$ cat config.mk
export PLATFORM = sky130hd
export DESIGN_NAME = border_pad_flat
export DESIGN_NICKNAME = d
export VERILOG_FILES = /design/src/rtl/border_pad_pkg.sv /design/src/rtl/border_pad_if.sv /design/src/rtl/border_pad_raster_cnt.sv /design/src/rtl/border_pad.sv /design/src/flat_wrapper.sv
export SDC_FILE = /design/constraint.sdc
export NUM_CORES = 1
export LEC_CHECK = 0
export BUFFER_PORTS_ARGS = -buffer_cell sky130_fd_sc_hd__clkbuf_2
export CELL_PAD_IN_SITES_DETAIL_PLACEMENT = 1
export CELL_PAD_IN_SITES_GLOBAL_PLACEMENT = 1
export CORE_ASPECT_RATIO = 0.7
export CORE_UTILIZATION = 40
export DETAILED_ROUTE_END_ITERATION = 10
export GPL_TIMING_DRIVEN = 0
export PLACE_DENSITY = 0.72
export SYNTH_ARGS = -nofsm -noshare
export SYNTH_HDL_FRONTEND = slang
export SYNTH_SLANG_ARGS = --single-unit
$ cat constraint.sdc
create_clock -name clk -period 15.45 [get_ports clk]
set_input_delay 1.545 -clock clk [delete_from_list [all_inputs] [get_ports clk]]
set_output_delay 1.545 -clock clk [all_outputs]
set_load 0.05 [all_outputs]
$ cat src/rtl/border_pad_pkg.sv
// Shared constants and types for the border_pad stream stage.
// Sideband bit positions, control bit positions and the frame FSM states.
package border_pad_pkg;
    localparam int USER_FSTART = 1;
    localparam int USER_HSTART = 0;
    localparam int CTRL_EN     = 0;
    localparam int CTRL_PAD_EN = 9;

    typedef enum logic {IDLE, RUN} state_t;
endpackage

$ cat src/rtl/border_pad_if.sv
// Pixel stream bundle: upstream pixel in / downstream pixel out with valid/ready.
// Port names follow the pipeline's existing naming (out_ready faces upstream, in_ready faces downstream).
interface border_pad_if #(parameter int COLOR_DEPTH = 16);
    logic [3*COLOR_DEPTH-1:0] in_data;
    logic [7:0]               in_user;
    logic                     in_valid;
    logic                     out_ready;
    logic [3*COLOR_DEPTH-1:0] out_data;
    logic [7:0]               out_user;
    logic                     out_valid;
    logic                     in_ready;

    modport master (output in_data, in_user, in_valid, in_ready,
                    input  out_ready, out_data, out_user, out_valid);
    modport slave  (input  in_data, in_user, in_valid, in_ready,
                    output out_ready, out_data, out_user, out_valid);
endinterface

$ cat src/rtl/border_pad_raster_cnt.sv
// Output raster position counters plus window-hit, origin and end-of-frame flags.
module pad_raster_cnt
    import border_pad_pkg::*;
(
    input  logic        clk,
    input  logic        reset,
    input  logic        clr,
    input  logic        step,
    input  logic [15:0] out_x,
    input  logic [15:0] out_y,
    input  logic [15:0] off_x,
    input  logic [15:0] off_y,
    input  logic [16:0] end_x,
    input  logic [16:0] end_y,
    output logic [15:0] ox,
    output logic [15:0] oy,
    output logic        win,
    output logic        at_origin,
    output logic        eof
);
    logic [15:0] ox_q, ox_d, oy_q, oy_d;
    logic        last_col;

    always_comb begin
        last_col = (ox_q == out_x - 16'd1);
        ox_d     = ox_q;
        oy_d     = oy_q;
        if (clr) begin
            ox_d = '0;
            oy_d = '0;
        end else if (step) begin
            if (last_col) begin
                ox_d = '0;
                oy_d = oy_q + 16'd1;
            end else begin
                ox_d = ox_q + 16'd1;
            end
        end
    end

    always_ff @(posedge clk or posedge reset) begin
        if (reset) begin
            ox_q <= '0;
            oy_q <= '0;
        end else begin
            ox_q <= ox_d;
            oy_q <= oy_d;
        end
    end

    // end bounds are 17-bit so a window touching 0xFFFF never wraps
    assign win       = (ox_q >= off_x) && ({1'b0, ox_q} < end_x) &&
                       (oy_q >= off_y) && ({1'b0, oy_q} < end_y);
    assign at_origin = (ox_q == off_x) && (oy_q == off_y);
    assign eof       = last_col && (oy_q == out_y - 16'd1);
    assign ox        = ox_q;
    assign oy        = oy_q;
endmodule

$ cat src/rtl/border_pad.sv
// Embeds an in_x*in_y frame at (offset_x, offset_y) inside an out_x*out_y frame filled with pad colour.
// Falls back to straight pass-through when padding is disabled or the geometry does not fit.
module border_pad
    import border_pad_pkg::*;
#(
    parameter int COLOR_DEPTH = 16
) (
    input  logic                     clk,
    input  logic                     reset,
    border_pad_if.slave              s,
    input  logic [15:0]              isp_ctrl,
    input  logic [15:0]              isp_in_pixel_x,
    input  logic [15:0]              isp_in_pixel_y,
    input  logic [15:0]              isp_out_offset_x,
    input  logic [15:0]              isp_out_offset_y,
    input  logic [15:0]              isp_out_pixel_x,
    input  logic [15:0]              isp_out_pixel_y,
    input  logic [3*COLOR_DEPTH-1:0] pad_data,
    output logic                     err_resync
);
    localparam int DW = 3 * COLOR_DEPTH;

    logic          isp_en_q;
    logic [15:0]   isp_in_x_q, isp_in_y_q, isp_off_x_q, isp_off_y_q, isp_out_x_q, isp_out_y_q;
    logic [15:0]   off_x_q, off_y_q, out_x_q, out_y_q;
    logic [16:0]   end_x_q, end_y_q, sum_x, sum_y;
    logic [DW-1:0] pad_q;
    logic          cfg_ok, cand_act, ctrl_unused;

    state_t        state_q, state_d;
    logic          pad_act_q, pad_act_d, err_q, err_d, out_valid_q, out_valid_d;
    logic [5:0]    user_hi_q, user_hi_d;
    logic [DW-1:0] out_data_q, out_data_d, emit_data;
    logic [7:0]    out_user_q, out_user_d, emit_user;
    logic          advance, start, ready, latch, emit, cnt_step, fs, hs;
    logic [15:0]   ox, oy;
    logic          win, at_origin, eof;

    assign ctrl_unused = &{1'b0, isp_ctrl[15:10], isp_ctrl[8:1]};

    assign sum_x    = {1'b0, isp_off_x_q} + {1'b0, isp_in_x_q};
    assign sum_y    = {1'b0, isp_off_y_q} + {1'b0, isp_in_y_q};
    assign cfg_ok   = (isp_in_x_q != 16'd0) && (isp_in_y_q != 16'd0) &&
                      (sum_x <= {1'b0, isp_out_x_q}) && (sum_y <= {1'b0, isp_out_y_q});
    assign cand_act = isp_en_q & cfg_ok;

    pad_raster_cnt u_cnt (
        .clk      (clk),
        .reset    (reset),
        .clr      (latch),
        .step     (cnt_step),
        .out_x    (out_x_q),
        .out_y    (out_y_q),
        .off_x    (off_x_q),
        .off_y    (off_y_q),
        .end_x    (end_x_q),
        .end_y    (end_y_q),
        .ox       (ox),
        .oy       (oy),
        .win      (win),
        .at_origin(at_origin),
        .eof      (eof)
    );

    assign fs = (ox == 16'd0) && (oy == 16'd0);
    assign hs = (ox == 16'd0);

    always_comb begin
        advance     = ~out_valid_q | s.in_ready;
        start       = s.in_valid & s.in_user[USER_FSTART];
        state_d     = state_q;
        pad_act_d   = pad_act_q;
        user_hi_d   = user_hi_q;
        out_valid_d = out_valid_q;
        out_data_d  = out_data_q;
        out_user_d  = out_user_q;
        err_d       = 1'b0;
        ready       = 1'b0;
        latch       = 1'b0;
        cnt_step    = 1'b0;
        emit        = 1'b0;
        emit_data   = s.in_data;
        emit_user   = s.in_user;
        case (state_q)
            IDLE: begin
                if (start) begin
                    // frame boundary: snapshot config; a padded frame starts without consuming the pixel
                    latch     = 1'b1;
                    pad_act_d = cand_act;
                    user_hi_d = s.in_user[7:2];
                    if (cand_act) begin
                        state_d = RUN;
                    end else begin
                        ready = advance;
                        emit  = 1'b1;
                    end
                end else if (pad_act_q) begin
                    ready = 1'b1;
                end else begin
                    ready = advance;
                    emit  = s.in_valid;
                end
            end
            RUN: begin
                if (win && !at_origin && start) begin
                    err_d   = 1'b1;
                    state_d = IDLE;
                end else if (advance) begin
                    if (win) begin
                        if (s.in_valid) begin
                            ready     = 1'b1;
                            emit      = 1'b1;
                            cnt_step  = 1'b1;
                            user_hi_d = s.in_user[7:2];
                            emit_user = {s.in_user[7:2], fs, hs};
                        end
                    end else begin
                        emit      = 1'b1;
                        cnt_step  = 1'b1;
                        emit_data = pad_q;
                        emit_user = {user_hi_q, fs, hs};
                    end
                    if (cnt_step && eof) state_d = IDLE;
                end
            end
        endcase
        if (advance) begin
            out_valid_d = emit;
            if (emit) begin
                out_data_d = emit_data;
                out_user_d = emit_user;
            end
        end
    end

    always_ff @(posedge clk or posedge reset) begin
        if (reset) begin
            isp_en_q    <= 1'b0;
            isp_in_x_q  <= '0;
            isp_in_y_q  <= '0;
            isp_off_x_q <= '0;
            isp_off_y_q <= '0;
            isp_out_x_q <= '0;
            isp_out_y_q <= '0;
            off_x_q     <= '0;
            off_y_q     <= '0;
            out_x_q     <= '0;
            out_y_q     <= '0;
            end_x_q     <= '0;
            end_y_q     <= '0;
            pad_q       <= '0;
            state_q     <= IDLE;
            pad_act_q   <= 1'b0;
            user_hi_q   <= '0;
            out_valid_q <= 1'b0;
            out_data_q  <= '0;
            out_user_q  <= '0;
            err_q       <= 1'b0;
        end else begin
            isp_en_q    <= isp_ctrl[CTRL_EN] & isp_ctrl[CTRL_PAD_EN];
            isp_in_x_q  <= isp_in_pixel_x;
            isp_in_y_q  <= isp_in_pixel_y;
            isp_off_x_q <= isp_out_offset_x;
            isp_off_y_q <= isp_out_offset_y;
            isp_out_x_q <= isp_out_pixel_x;
            isp_out_y_q <= isp_out_pixel_y;
            if (latch) begin
                off_x_q <= isp_off_x_q;
                off_y_q <= isp_off_y_q;
                out_x_q <= isp_out_x_q;
                out_y_q <= isp_out_y_q;
                end_x_q <= sum_x;
                end_y_q <= sum_y;
                pad_q   <= pad_data;
            end
            state_q     <= state_d;
            pad_act_q   <= pad_act_d;
            user_hi_q   <= user_hi_d;
            out_valid_q <= out_valid_d;
            out_data_q  <= out_data_d;
            out_user_q  <= out_user_d;
            err_q       <= err_d;
        end
    end

    assign s.out_ready = ready;
    assign s.out_valid = out_valid_q;
    assign s.out_data  = out_data_q;
    assign s.out_user  = out_user_q;
    assign err_resync  = err_q;
endmodule

$ cat src/flat_wrapper.sv
// flat-port wrapper written by rule: the top's interface ports become plain ports
module border_pad_flat import border_pad_pkg::*;
#(
    parameter int COLOR_DEPTH = 16
)
  (clk, reset, isp_ctrl, isp_in_pixel_x, isp_in_pixel_y, isp_out_offset_x, isp_out_offset_y, isp_out_pixel_x, isp_out_pixel_y, pad_data, err_resync, s_in_data, s_in_user, s_in_valid, s_in_ready, s_out_ready, s_out_data, s_out_user, s_out_valid);
  border_pad_if #(.COLOR_DEPTH(COLOR_DEPTH)) s_i ();
  input  logic clk;
  input  logic reset;
  input  logic [15:0] isp_ctrl;
  input  logic [15:0] isp_in_pixel_x;
  input  logic [15:0] isp_in_pixel_y;
  input  logic [15:0] isp_out_offset_x;
  input  logic [15:0] isp_out_offset_y;
  input  logic [15:0] isp_out_pixel_x;
  input  logic [15:0] isp_out_pixel_y;
  input  logic [3*COLOR_DEPTH-1:0] pad_data;
  output logic err_resync;
  input wire logic [$bits(s_i.in_data)-1:0] s_in_data;
  input wire logic [$bits(s_i.in_user)-1:0] s_in_user;
  input wire logic [$bits(s_i.in_valid)-1:0] s_in_valid;
  input wire logic [$bits(s_i.in_ready)-1:0] s_in_ready;
  output wire logic [$bits(s_i.out_ready)-1:0] s_out_ready;
  output wire logic [$bits(s_i.out_data)-1:0] s_out_data;
  output wire logic [$bits(s_i.out_user)-1:0] s_out_user;
  output wire logic [$bits(s_i.out_valid)-1:0] s_out_valid;
  assign s_i.in_data = s_in_data;
  assign s_i.in_user = s_in_user;
  assign s_i.in_valid = s_in_valid;
  assign s_i.in_ready = s_in_ready;
  assign s_out_ready = s_i.out_ready;
  assign s_out_data = s_i.out_data;
  assign s_out_user = s_i.out_user;
  assign s_out_valid = s_i.out_valid;
  border_pad #(.COLOR_DEPTH(COLOR_DEPTH)) u_core (.clk(clk), .reset(reset), .s(s_i), .isp_ctrl(isp_ctrl), .isp_in_pixel_x(isp_in_pixel_x), .isp_in_pixel_y(isp_in_pixel_y), .isp_out_offset_x(isp_out_offset_x), .isp_out_offset_y(isp_out_offset_y), .isp_out_pixel_x(isp_out_pixel_x), .isp_out_pixel_y(isp_out_pixel_y), .pad_data(pad_data), .err_resync(err_resync));
endmodule
Yosys cells after proc, flatten, opt, wreduce, memory -nomap -nowiden

Cells that the tools add are included.

Add/subtract/negate cells: 6
Magnitude comparators: 6
Eq/ne operators: 9
Mux-type cells: 50
Bitwise operators: 6
Reduce and logical (&&, ||, !) cells: 23

Operators with widths:

| cell                                                  | count |
|---|---|
| 2-to-1 mux 48 bit                                     | 3 |
| 2-to-1 mux 16 bit                                     | 6 |
| equality test 16 bit                                  | 4 |
| adder 16 x 16 -> 17 bit                               | 2 |
| less-or-equal comparator 17 x 16 -> 1 bit             | 2 |
| < comparator 16 x 17 -> 1 bit                         | 2 |
| adder 16 x 1 -> 16 bit, second input constant         | 2 |
| greater-or-equal comparator 16 bit                    | 2 |
| logical NOT 16 bit                                    | 2 |
| nonzero test 16 bit                                   | 2 |
| subtractor 16 x 1 -> 16 bit, second input constant    | 2 |
| 2-to-1 mux 6 bit                                      | 5 |
| 2-to-1 mux 1 bit                                      | 28 |
| 2-to-1 mux 8 bit                                      | 3 |
| logical AND 1 bit                                     | 12 |
| one-hot mux 6 bit (2 select lines)                    | 1 |
| inequality test 2 bit, second input constant          | 4 |
| one-hot mux 1 bit (2 select lines)                    | 3 |
| AND reduction 2 bit                                   | 3 |
| AND reduction 5 bit                                   | 1 |
| nonzero test 2 bit                                    | 2 |
| bitwise AND 1 bit                                     | 3 |
| 2-to-1 mux 2 bit                                      | 1 |
| inequality test 2 x 1 -> 1 bit, second input constant | 1 |
| other kinds (3)                                       | 4 |

Bits in registers: 341
Bits of input ports: 220
Output and inout bits: 59
Logic and storage cells: 123

Logic depth before layout (Yosys ltp)

Gate-level depths: netlist of run 1.

Depth in word-level cells: 13
Depth in mapped cells: 20
Gate-level depth less buffers: 18

Hierarchy

Synthesis of run 1 repeated with hierarchy kept, for this count alone.

Cell total of the unflattened synthesis: 1723
Area, all modules: 17625.7 µm²

Modules (own cells, without submodules):

| module         | times used | cells each | area an instance (µm²) | sequential area each (µm²) |
|---|---|---|---|---|
| border_pad     | 1          | 1192       | 13457.9                | 7732.4 |
| pad_raster_cnt | 1          | 531        | 4167.7                 | 800.8 |

Worst setup path before layout of run 1

No wires, ideal clock.

Path type: register to output
From: register u_core.isp_off_x_q[0]
To: output s_out_ready
Arrival: 4018 ps
Required time: 13905 ps
Slack: 9887 ps
Cell stages (with the launch flop): 18
Buffers on the path: 0
Path through: dfrtp_1 -> ha_1 -> fa_1 -> a21o_1 -> a221oi_1 -> a21oi_1 -> a221oi_1 -> o21bai_1 -> a21oi_1 -> xnor2_1 -> ha_1 -> nand4_1 -> nor4_1 -> o21ai_0 -> nand4_1 -> a21oi_1 -> nand4_1 -> a32o_1

Word-level cells in the longest chain between the ends: 8

Ends and longest elaborated chain:

| what                                      | line               | text |
|---|---|---|
| start, declared                           | border_pad.sv:24   | `logic [15:0] isp_in_x_q, isp_in_y_q, isp_off_x_q, isp_off_y_q, isp_out_x_q, isp_out_y_q;` |
| start signal, assigned                    | border_pad.sv:163  | `isp_off_x_q <= isp_out_offset_x;` |
| adder 16 x 16 -> 17 bit                   | border_pad.sv:41   | `assign sum_x = {1'b0, isp_off_x_q} + {1'b0, isp_in_x_q};` |
| net u_core.sum_x[14]                      | border_pad.sv:26   | `logic [16:0] end_x_q, end_y_q, sum_x, sum_y;` |
| less-or-equal comparator 17 x 16 -> 1 bit | border_pad.sv:44   | `(sum_x <= {1'b0, isp_out_x_q}) && (sum_y <= {1'b0, isp_out_y_q});` |
| logical AND 1 bit                         | border_pad.sv:43   | `assign cfg_ok = (isp_in_x_q != 16'd0) && (isp_in_y_q != 16'd0) &&` |
| logical AND 1 bit                         | border_pad.sv:44   |  |
| bitwise AND 1 bit                         | border_pad.sv:45   | `assign cand_act = isp_en_q & cfg_ok;` |
| 2-to-1 mux 1 bit                          | border_pad.sv:91   | `if (cand_act) begin` |
| 2-to-1 mux 1 bit                          | border_pad.sv:86   | `if (start) begin` |
| one-hot mux 1 bit (2 select lines)        | border_pad.sv:84   | `case (state_q)` |
| end, declared                             | flat_wrapper.sv:23 | `output wire logic [$bits(s_i.out_ready)-1:0] s_out_ready;` |

The timed path passes the listed nets, and every way through them passes these cells.

Worst setup path in the final report of run 1

Ends and elaborated chain as after synthesis.

==> results of run 1 <==
final timing paths:
check                                   endpoint                  start  depth (start not counted)  slack [ns]
max                                  s_out_ready  u_core.isp_off_x_q[0]                         17        7.59
min                             u_core.pad_q[12]       u_core.pad_q[12]                          2        0.47
max reg2reg                 u_core.s.out_data[6]  u_core.isp_off_x_q[0]                         19        8.93
min reg2reg                     u_core.pad_q[12]       u_core.pad_q[12]                          2        0.47
max in group asynchronous      u_core.out_x_q[0]                  reset                          4       13.10
min in group asynchronous  u_core.isp_in_y_q[10]                  reset                          2        1.05
worst max-delay path, cell delays in order, from the launching register on:
cell      delay (ns)
dfrtp_1         0.42
ha_1            0.24
fa_1            0.41
a21o_1          0.20
a221oi_1        0.65
a21oi_1         0.22
a221oi_1        0.56
o21bai_1        0.12
a21oi_1         0.19
xnor2_1         0.17
ha_1            0.34
nand4_1         0.11
nor4_1          0.61
a21oi_1         0.20
a21oi_1         0.31
nand4_1         0.40
a32o_1          0.37
clkbuf_2        0.26
final cells by class:
cell class | instances | area [um^2]
multi-input combinational | 1223 | 8420
tap | 594 | 743
fill | 4989 | 22600
clock buffer | 56 | 1120
inverter | 123 | 469
sequential | 341 | 8530
timing repair buffer | 267 | 1400
buffer | 64 | 274
clock inverter | 8 | 100
registers in the layout, indices dropped and copies added, names as in the netlist:
signal and flops:
u_core.pad_q 48, u_core.s.out_valid 1, u_core.isp_en_q 1, u_core.off_x_q 16, u_core.u_cnt.oy 16, u_core.isp_in_x_q 16
u_core.state_q 1, u_core.isp_out_y_q 16, u_core.u_cnt.ox 16, u_core.err_resync 1, u_core.isp_off_x_q 16, u_core.user_hi_q 6
u_core.end_x_q 17, u_core.isp_off_y_q 16, u_core.pad_act_q 1, u_core.out_y_q 16, u_core.off_y_q 16, u_core.out_x_q 16
u_core.isp_in_y_q 16, u_core.isp_out_x_q 16, u_core.end_y_q 17, u_core.s.out_user 8, u_core.s.out_data 48
power breakdown:
group / internal [W] / total, W / leakage, nW / switching, W
sequential: 0.00117 / 0.00136 / 4.15 / 0.000187
combinational: 0.000553 / 0.00151 / 5.49 / 0.000957
clock: 0.000535 / 0.000906 / 0.603 / 0.000371
per-layer routing:
metal,vias up,routed length (um),track usage [%]
met4,2,1000,5.91
met2,381,24300,37.6
met1,7363,26200,35.4
met3,73,3420,4.94
met5,-,17,0
li1,6746,-,-
logic make-up (layout without fill, tap and decap cells):
family / count (synthesis) / count (layout) / synth area share [%]
AND/OR/NAND/NOR: 565 / 565 / 15.0
flip-flops: 341 / 341 / 48.2
AO/OA/AOI/OAI: 333 / 333 / 11.8
buffers and inverters: 187 / 518 / 4.16
adder cells (fa/ha/maj): 134 / 134 / 9.56
multiplexers: 134 / 134 / 8.44
XOR/XNOR: 57 / 57 / 2.82
cell usage after synthesis (12+ instances only):
cell type	number
nor4_1	24
o21ai_0	125
mux2i_1	13
inv_1	123
xor2_1	18
nor4b_1	12
mux2_2	121
dfrtp_1	341
nor3_1	31
and3_1	18
nand4_1	23
a21oi_1	66
nor2_1	56
nand2_1	301
nand2b_1	13
ha_1	132
nand3_1	37
a21o_1	29
clkbuf_1	46
xnor2_1	39
a31oi_1	12
metrics by stage:
step	setup WS, ns	area (um^2)	util (%)	cells	hold WS, ns
global placement	0.600	19800	45.3	2609	0.455
finish	7.59	21100	48.3	2676	0.472
CTS	7.63	21100	48.3	2676	0.479
global route	7.25	21100	48.3	2676	0.503
floorplan	4.45	17700	-	1751	0.442
detailed placement	8.23	19800	45.5	2612	0.464
==> key figures, run 1 <==
Status
  – Status: completed

Worst setup path
  – CP arrival: 6.32 ns
  – Setup crit end kind: output pin
  – Worst Path Required: 13.91 ns
  – Crit path max fanout: 5
  – CP Class: register to output pin
  – Startpoint types: register

Pwr
  – Peak supply drop: 0.0796 mV
  – P_leak: 10.2 nW
  – Pwr dens: 179 mW/mm^2
  – Power, Total: 0.00377 W

Logic synthesis
  – EDFF count, synth: 0
  – Synth Register Bits: 341
  – Syn Nets: 2,105
  – Synth top area cells: dfrtp_1, ha_1, mux2_2
  – Post-synth ARST share: 100%
  – Syn Area/Cell: 10.1 um^2
  – Post-synthesis cell count: 1,751
  – Post-synthesis sequential area ratio: 48.2%
  – Synthesized area: 0.0177 mm^2
  – Main synth FF type: dfrtp_1
  – Synth top area share: 48.2%
  – Largest area contributor in the netlist: dfrtp_1
  – Total number of yosys warnings: 0
  – Post-synth cell types: 73

CTS
  – Clock Root Buffer: clkbuf_16
  – Num CTS Buffers: 38
  – Setup bufs post-CTS: 0
  – CTS resizes: 0
  – CTS tree: yes
  – CTS hold repair buffers: 0
  – Skew-Pair Late Insertion Delay: 0.53 ns
  – H-tree Lvls: 2
  – Max clock buf depth: 3
  – # clock sinks: 341
  – CTS clk-pin slew, worst paths: 0.06 ns

Floorplanning
  – Rows: 64
  – Initial Util: 40.5%
  – I/O pin total: 279
  – Die area: 0.0451 mm^2
  – Core area: 0.0436 mm^2
  – DIE WIDTH: 253 um
  – Die span in y: 178 um

Finish
  – Most frequent cells in the layout: dfrtp_1, nand2_1, clkbuf_2
  – Commonest non-fill, non-tap cell in the layout: dfrtp_1
  – Layout cells sized above 1: 22.7%
  – Nets@finish: 2,412
  – Area Growth Syn to Fin: 19.1%
  – N_diodes: 0

STA
  – Fin. Hold Viols: 0
  – Final setup fails: 0
  – Unrepaired setup endpoints after global routing: no
  – Worst Max-Slew Pin Slew: 1.24 ns
  – Crit path time final: 7.86 ns
  – Setup TNS: 0 ns
  – Slew margin rel.: 14.9%
  – Period utilization: 50.9%
  – Pins Over Slew Limit: 0
  – Fin Clk Skew: 0.0122 ns
  – Top achievable clock speed: 127 MHz

Route
  – DR vias/cell: 5.44
  – Routed length per instance: 20.6 um
  – DR vias: 14,600
  – Drt first pass iters: 5
  – Final wirelength: 55,000 um
  – Initial DRC count: 913
  – # DRC: 0
  – Post-route ant nets: 0

Global route
  – GRT Util Overall: 24.5%
  – Vias in the first global route: 15,100
  – Total grt overflow: 0
  – Largest net degree at the start of global routing: 102
  – Initial antenna violation count: 1
  – First-pass GRT wire length: 85,200 um

Placement
  – RePlAce Congestion: 0.892
  – Buffers on Ports: 264
  – DP Wirelength: 42,800 um

Job
  – Max-cap violation count: 0

Worst hold path
  – HP Class: register to register
(Power assumes the default switching activity.)
==> inputs of run 2 (changes only) <==
==> constraint.sdc (replaced) <==
create_clock -name clk -period 7.5 [get_ports clk]
set_input_delay 0.75 -clock clk [delete_from_list [all_inputs] [get_ports clk]]
set_output_delay 0.75 -clock clk [all_outputs]
set_load 0.05 [all_outputs]
==> key figures, run 2 (synthesis results as in run 1) <==
Status
  – Status: completed

CTS
  – CTS hold repair buffers: 0
  – CTS tree: yes
  – Clock Root Buffer: clkbuf_16
  – CTS resizes: 0
  – Skew-Pair Late Insertion Delay: 0.55 ns
  – Num CTS Buffers: 37
  – H-tree Lvls: 2
  – Setup bufs post-CTS: 0
  – # clock sinks: 341
  – Max clock buf depth: 3
  – CTS clk-pin slew, worst paths: 0.07 ns

Worst hold path
  – HP Class: primary input to asynchronous set/reset pin

Route
  – # DRC: 0
  – Final wirelength: 55,700 um
  – Post-route ant nets: 0
  – Routed length per instance: 20.7 um
  – DR vias: 14,600
  – Drt first pass iters: 5
  – DR vias/cell: 5.44
  – Initial DRC count: 934

Placement
  – DP Wirelength: 43,300 um
  – Placed instance count: 2,619
  – RePlAce Congestion: 0.880
  – Pre-CTS setup slack: 1.08 ns
  – Buffers on Ports: 264

Finish
  – Fin cells: 2,685
  – Area Growth Syn to Fin: 19.6%
  – Utilization after layout: 48.5%
  – Layout cells sized above 1: 23.1%
  – Nets@finish: 2,419
  – Most frequent cells in the layout: dfrtp_1, nand2_1, clkbuf_2
  – N_diodes: 0
  – Fillers: 4,986
  – Commonest non-fill, non-tap cell in the layout: dfrtp_1

Pwr
  – P_leak: 10.3 nW
  – Pwr dens: 365 mW/mm^2
  – Power, Total: 0.00771 W
  – Peak supply drop: 0.203 mV

STA
  – Final worst slack: 0.445 ns
  – Slew margin rel.: 20.6%
  – Worst Max-Slew Pin Slew: 1.18 ns
  – Final setup fails: 0
  – Setup TNS: 0 ns
  – Fin. Hold Viols: 0
  – Pins Over Slew Limit: 0
  – Unrepaired setup endpoints after global routing: no
  – Crit path time final: 7.05 ns
  – Top achievable clock speed: 142 MHz
  – Fin Clk Skew: 0.0226 ns
  – Period utilization: 94.1%

Floorplanning
  – Rows: 64
  – Core area: 0.0436 mm^2
  – DIE WIDTH: 253 um
  – Initial Util: 40.5%
  – Die area: 0.0451 mm^2
  – Die span in y: 178 um
  – I/O pin total: 279

Worst setup path
  – Crit path max fanout: 5
  – CP arrival: 6.30 ns
  – Setup crit end kind: output pin
  – Worst Path Required: 6.75 ns
  – Crit-path slowest cell: a221oi_1
  – Startpoint types: register
  – CP Cell Sequence: ha_1, fa_1, a21o_1, a221oi_1, a21oi_1, a221oi_1, o21bai_1, a21oi_1, xnor2_1, ha_1, nand4_1, nor4_1, a21oi_1, a21oi_1, nand4_1, a32o_1, clkbuf_2
  – Slowest stage delay, CP: 0.59 ns
  – CP Class: register to output pin
  – Most used cell, CP: a21oi_1

Global route
  – Vias in the first global route: 15,300
  – Largest net degree at the start of global routing: 45
  – GRT Util Overall: 24.9%
  – Initial antenna violation count: 0
  – First-pass GRT wire length: 86,600 um
  – Total grt overflow: 0

Job
  – Max-cap violation count: 0
-- run 2: cell types whose count changed in the layout (fill, tap and decap cells not counted) --
cell / previous run / this run
inv_8: 2 / 0
clkinv_2: 4 / 7
buf_16: 3 / 0
bufinv_16: 2 / 0
dlymetal6s2s_1: 0 / 1
clkbuf_1: 55 / 53
buf_12: 0 / 10
clkinvlp_4: 0 / 4
-- run 2: worst max-delay path, delay by kind of cell (launching register included) --
family / cells / cell delay, ns
AOI/OAI and AO/OA: 9 / 2.79
xor gates and xnor gates: 1 / 0.18
buffers and inverters: 1 / 0.26
adders and majority gates: 3 / 0.98
DFF: 1 / 0.42
and+or+nand+nor: 3 / 1.12
-- run 2: final timing paths --
path	end	from	slack, ns	cells after the start
max reg2reg	u_core.s.out_data[21]	u_core.isp_off_x_q[0]	0.99	19
min reg2reg	u_core.pad_q[19]	u_core.pad_q[19]	0.47	2
max in group asynchronous	u_core.pad_q[10]	reset	6.16	5
max	s_out_ready	u_core.isp_off_x_q[0]	0.45	17
min in group clk	u_core.isp_in_x_q[3]	isp_in_pixel_x[3]	0.30	1
min	u_core.isp_off_x_q[8]	reset	0.23	2
-- run 2: final cells by class --
cell class | count | area, um^2 | share of cell area (%)
Buffer | 64 | 274 | 1.30
Timing Repair Buffer | 275 | 1530 | 7.25
Multi-Input combinational cell | 1223 | 8420 | 39.8
Inverter | 123 | 465 | 2.20
Tap cell | 594 | 743 | 3.51
Clock inverter | 11 | 66.3 | 0.314
Sequential cell | 341 | 8530 | 40.4
Clock buffer | 54 | 1110 | 5.26
-- run 2: metal layers --
metal / wire length, um / vias up / global-route usage, %
met1: 27000 / 7382 / 36.4
met3: 2790 / 82 / 3.80
met2: 24600 / 376 / 38.2
met4: 1260 / 0 / 6.57
met5: 0 / - / 0
li1: - / 6771 / -
-- run 2: through the flow --
step / hold slack, ns / area (um^2)
after floorplan: 0.442 / 17700
after detailed placement: 0.463 / 20000
after CTS: 0.232 / 21100
after global routing: 0.250 / 21100
final: 0.233 / 21100
after global placement: 0.453 / 19800
-- run 2: report_power, final --
part | switching (W) | total (W) | leakage [nW] | internal (W)
Combinational | 0.00197 | 0.00311 | 5.56 | 0.00114
Sequential | 0.000384 | 0.00279 | 4.15 | 0.00241
Clock | 0.000774 | 0.00180 | 0.579 | 0.00103
Total | 0.00313 | 0.00771 | 10.3 | 0.00458
==> inputs of run 3 (changes only) <==
--- a/config.mk
+++ b/config.mk
@@ -13,6 +13,7 @@
 export DETAILED_ROUTE_END_ITERATION = 10
 export GPL_TIMING_DRIVEN = 0
 export PLACE_DENSITY = 0.72
+export SLEW_MARGIN = 40
 export SYNTH_ARGS = -nofsm -noshare
 export SYNTH_HDL_FRONTEND = slang
 export SYNTH_SLANG_ARGS = --single-unit
==> constraint.sdc (replaced) <==
create_clock -name clk -period 8 [get_ports clk]
set_input_delay 0.8 -clock clk [delete_from_list [all_inputs] [get_ports clk]]
set_output_delay 0.8 -clock clk [all_outputs]
set_load 0.05 [all_outputs]
==> key figures, run 3 (synthesis results as in run 1) <==
Route
  – Met3 Wirelength: 3000 um
  – Routed length per instance: 20.8 um
  – Max Used Layer: met5
  – Metal-1 WL: 26,700 um
  – Drt first pass iters: 5
  – DR vias/cell: 5.46
  – Post-route ant nets: 0
  – Met2 wire length: 25,000 um
  – # DRC: 0
  – DR vias: 14,700
  – Final wirelength: 56,000 um
  – Initial DRC count: 953

Worst setup path
  – Startpoint types: register
  – Crit path max fanout: 5
  – Setup crit end kind: output pin
  – CP Class: register to output pin
  – CP arrival: 6.43 ns
  – Worst Path Required: 7.20 ns
  – R2r setup slk: 1.36 ns

Placement
  – Placed instance count: 2,625
  – RePlAce Congestion: 0.880
  – DP Wirelength: 43,700 um
  – Buffers on Ports: 264

Global route
  – First-pass GRT wire length: 88,000 um
  – Vias in the first global route: 15,600
  – Initial antenna violation count: 1
  – GRT Util Overall: 25.3%
  – Total grt overflow: 0
  – Largest net degree at the start of global routing: 28

STA
  – Unrepaired setup endpoints after global routing: no
  – Worst Max-Slew Pin Slew: 0.861 ns
  – Pins Over Slew Limit: 0
  – Period utilization: 90.3%
  – Fin Clk Skew: 0.0236 ns
  – Slew margin rel.: 42.6%
  – Fin. Hold Viols: 0
  – Final setup fails: 0
  – Worst hold margin: 0.254 ns
  – Crit path time final: 7.23 ns
  – Top achievable clock speed: 138 MHz
  – Setup TNS: 0 ns

CTS
  – Skew-Pair Late Insertion Delay: 0.55 ns
  – Setup bufs post-CTS: 0
  – # clock sinks: 341
  – CTS resizes: 0
  – CTS clk-pin slew, worst paths: 0.07 ns
  – CTS hold repair buffers: 0
  – Max clock buf depth: 3
  – Num CTS Buffers: 37
  – H-tree Lvls: 2
  – Clock Root Buffer: clkbuf_16
  – CTS tree: yes

Floorplanning
  – DIE WIDTH: 253 um
  – Die area: 0.0451 mm^2
  – Core area: 0.0436 mm^2
  – Die span in y: 178 um
  – Rows: 64
  – I/O pin total: 279
  – Initial Util: 40.5%

Finish
  – Multi-input gate area: 0.00843 mm^2
  – Area Growth Syn to Fin: 21.4%
  – FF/Latch Area: 0.00853 mm^2
  – Nets@finish: 2,424
  – Fin cells: 2,691
  – Fillers: 4,955
  – Most frequent cells in the layout: dfrtp_1, nand2_1, clkbuf_2
  – Utilization after layout: 49.2%
  – Commonest non-fill, non-tap cell in the layout: dfrtp_1
  – N_diodes: 0
  – Layout cells sized above 1: 23.8%

Pwr
  – Pint: 0.00451 W
  – P_leak: 10.4 nW
  – Peak supply drop: 0.182 mV
  – Clock network fraction of total power: 25.6%
  – Sw Pwr: 0.00296 W
  – Sequential Power Share: 35.1%
  – Pwr dens: 348 mW/mm^2
  – Combinational group share of total power: 39.3%
  – Switching fraction of total power: 39.6%

Status
  – Status: completed

Worst hold path
  – HP Class: primary input to asynchronous set/reset pin

Job
  – Max-cap violation count: 0
run 3: cell count changes in the layout (fill, tap and decap cells not counted), moves of 2 or more:
cell,before,now
clkbuf_16,39,37
bufinv_16,0,8
clkbuf_2,264,267
inv_6,1,3
clkinvlp_4,4,2
clkbuf_8,8,6
buf_16,0,6
clkbuf_1,53,48
run 3: area by class of cell:
cell class,count,area share [%]
Multi-Input combinational cell,1223,39.3
Tap cell,594,3.46
Buffer,64,1.29
Sequential cell,341,39.7
Inverter,123,2.17
Timing Repair Buffer,280,7.85
Clock inverter,19,1.46
Clock buffer,47,4.77
run 3: per-layer routing:
layer | track usage (%) | up-vias
met5 | 0 | -
met4 | 6.29 | 2
met3 | 3.70 | 93
met2 | 39.0 | 385
met1 | 37.0 | 7427
li1 | - | 6777
run 3: worst paths after layout:
kind / start / to / cells after the start
worst max register to register: u_core.isp_off_x_q[0] / u_core.s.out_data[6] / 19
worst min register to register: u_core.end_x_q[0] / u_core.end_x_q[0] / 2
min in group clk: isp_out_pixel_x[13] / u_core.isp_out_x_q[13] / 1
worst max-delay path: u_core.isp_off_x_q[0] / s_out_ready / 17
max in group asynchronous: reset / u_core.s.out_data[23] / 8
worst min-delay path: reset / u_core.end_x_q[7] / 3
run 3: per-stage QoR:
stage / cell area, um^2 / worst slack, ns / total power [W]
6_report: 21500 / 0.774 / 0.00747
3_5_place_dp: 20100 / 1.50 / 0.00557
4_1_cts: 21500 / 0.887 / 0.00753
3_3_place_gp: 19800 / 0.481 / 0.00539
5_1_grt: 21500 / 0.699 / 0.00793
2_1_floorplan: 17700 / 2.64 / 0.00467
run 3: power by group through the flow:
stage / clock network [W] / logic [W] / registers (W)
2_1_floorplan: 0 / 0.00162 / 0.00305
3_3_place_gp: 0 / 0.00278 / 0.00261
3_5_place_dp: 0 / 0.00292 / 0.00265
4_1_cts: 0.00196 / 0.00296 / 0.00262
5_1_grt: 0.00203 / 0.00322 / 0.00269
6_report: 0.00191 / 0.00294 / 0.00262
run 3: worst max-delay path: stages, from the launching register on:
cell and delay [ns]:
dfrtp_1 0.43, ha_1 0.26, fa_1 0.42, a21o_1 0.21, a221oi_1 0.60, a21oi_1 0.23
a221oi_1 0.61, o21bai_1 0.13, a21oi_1 0.21, xnor2_1 0.17, ha_1 0.34, nand4_1 0.13
nor4_1 0.58, a21oi_1 0.18, a21oi_1 0.31, nand4_1 0.42, a32o_1 0.38, clkbuf_2 0.25
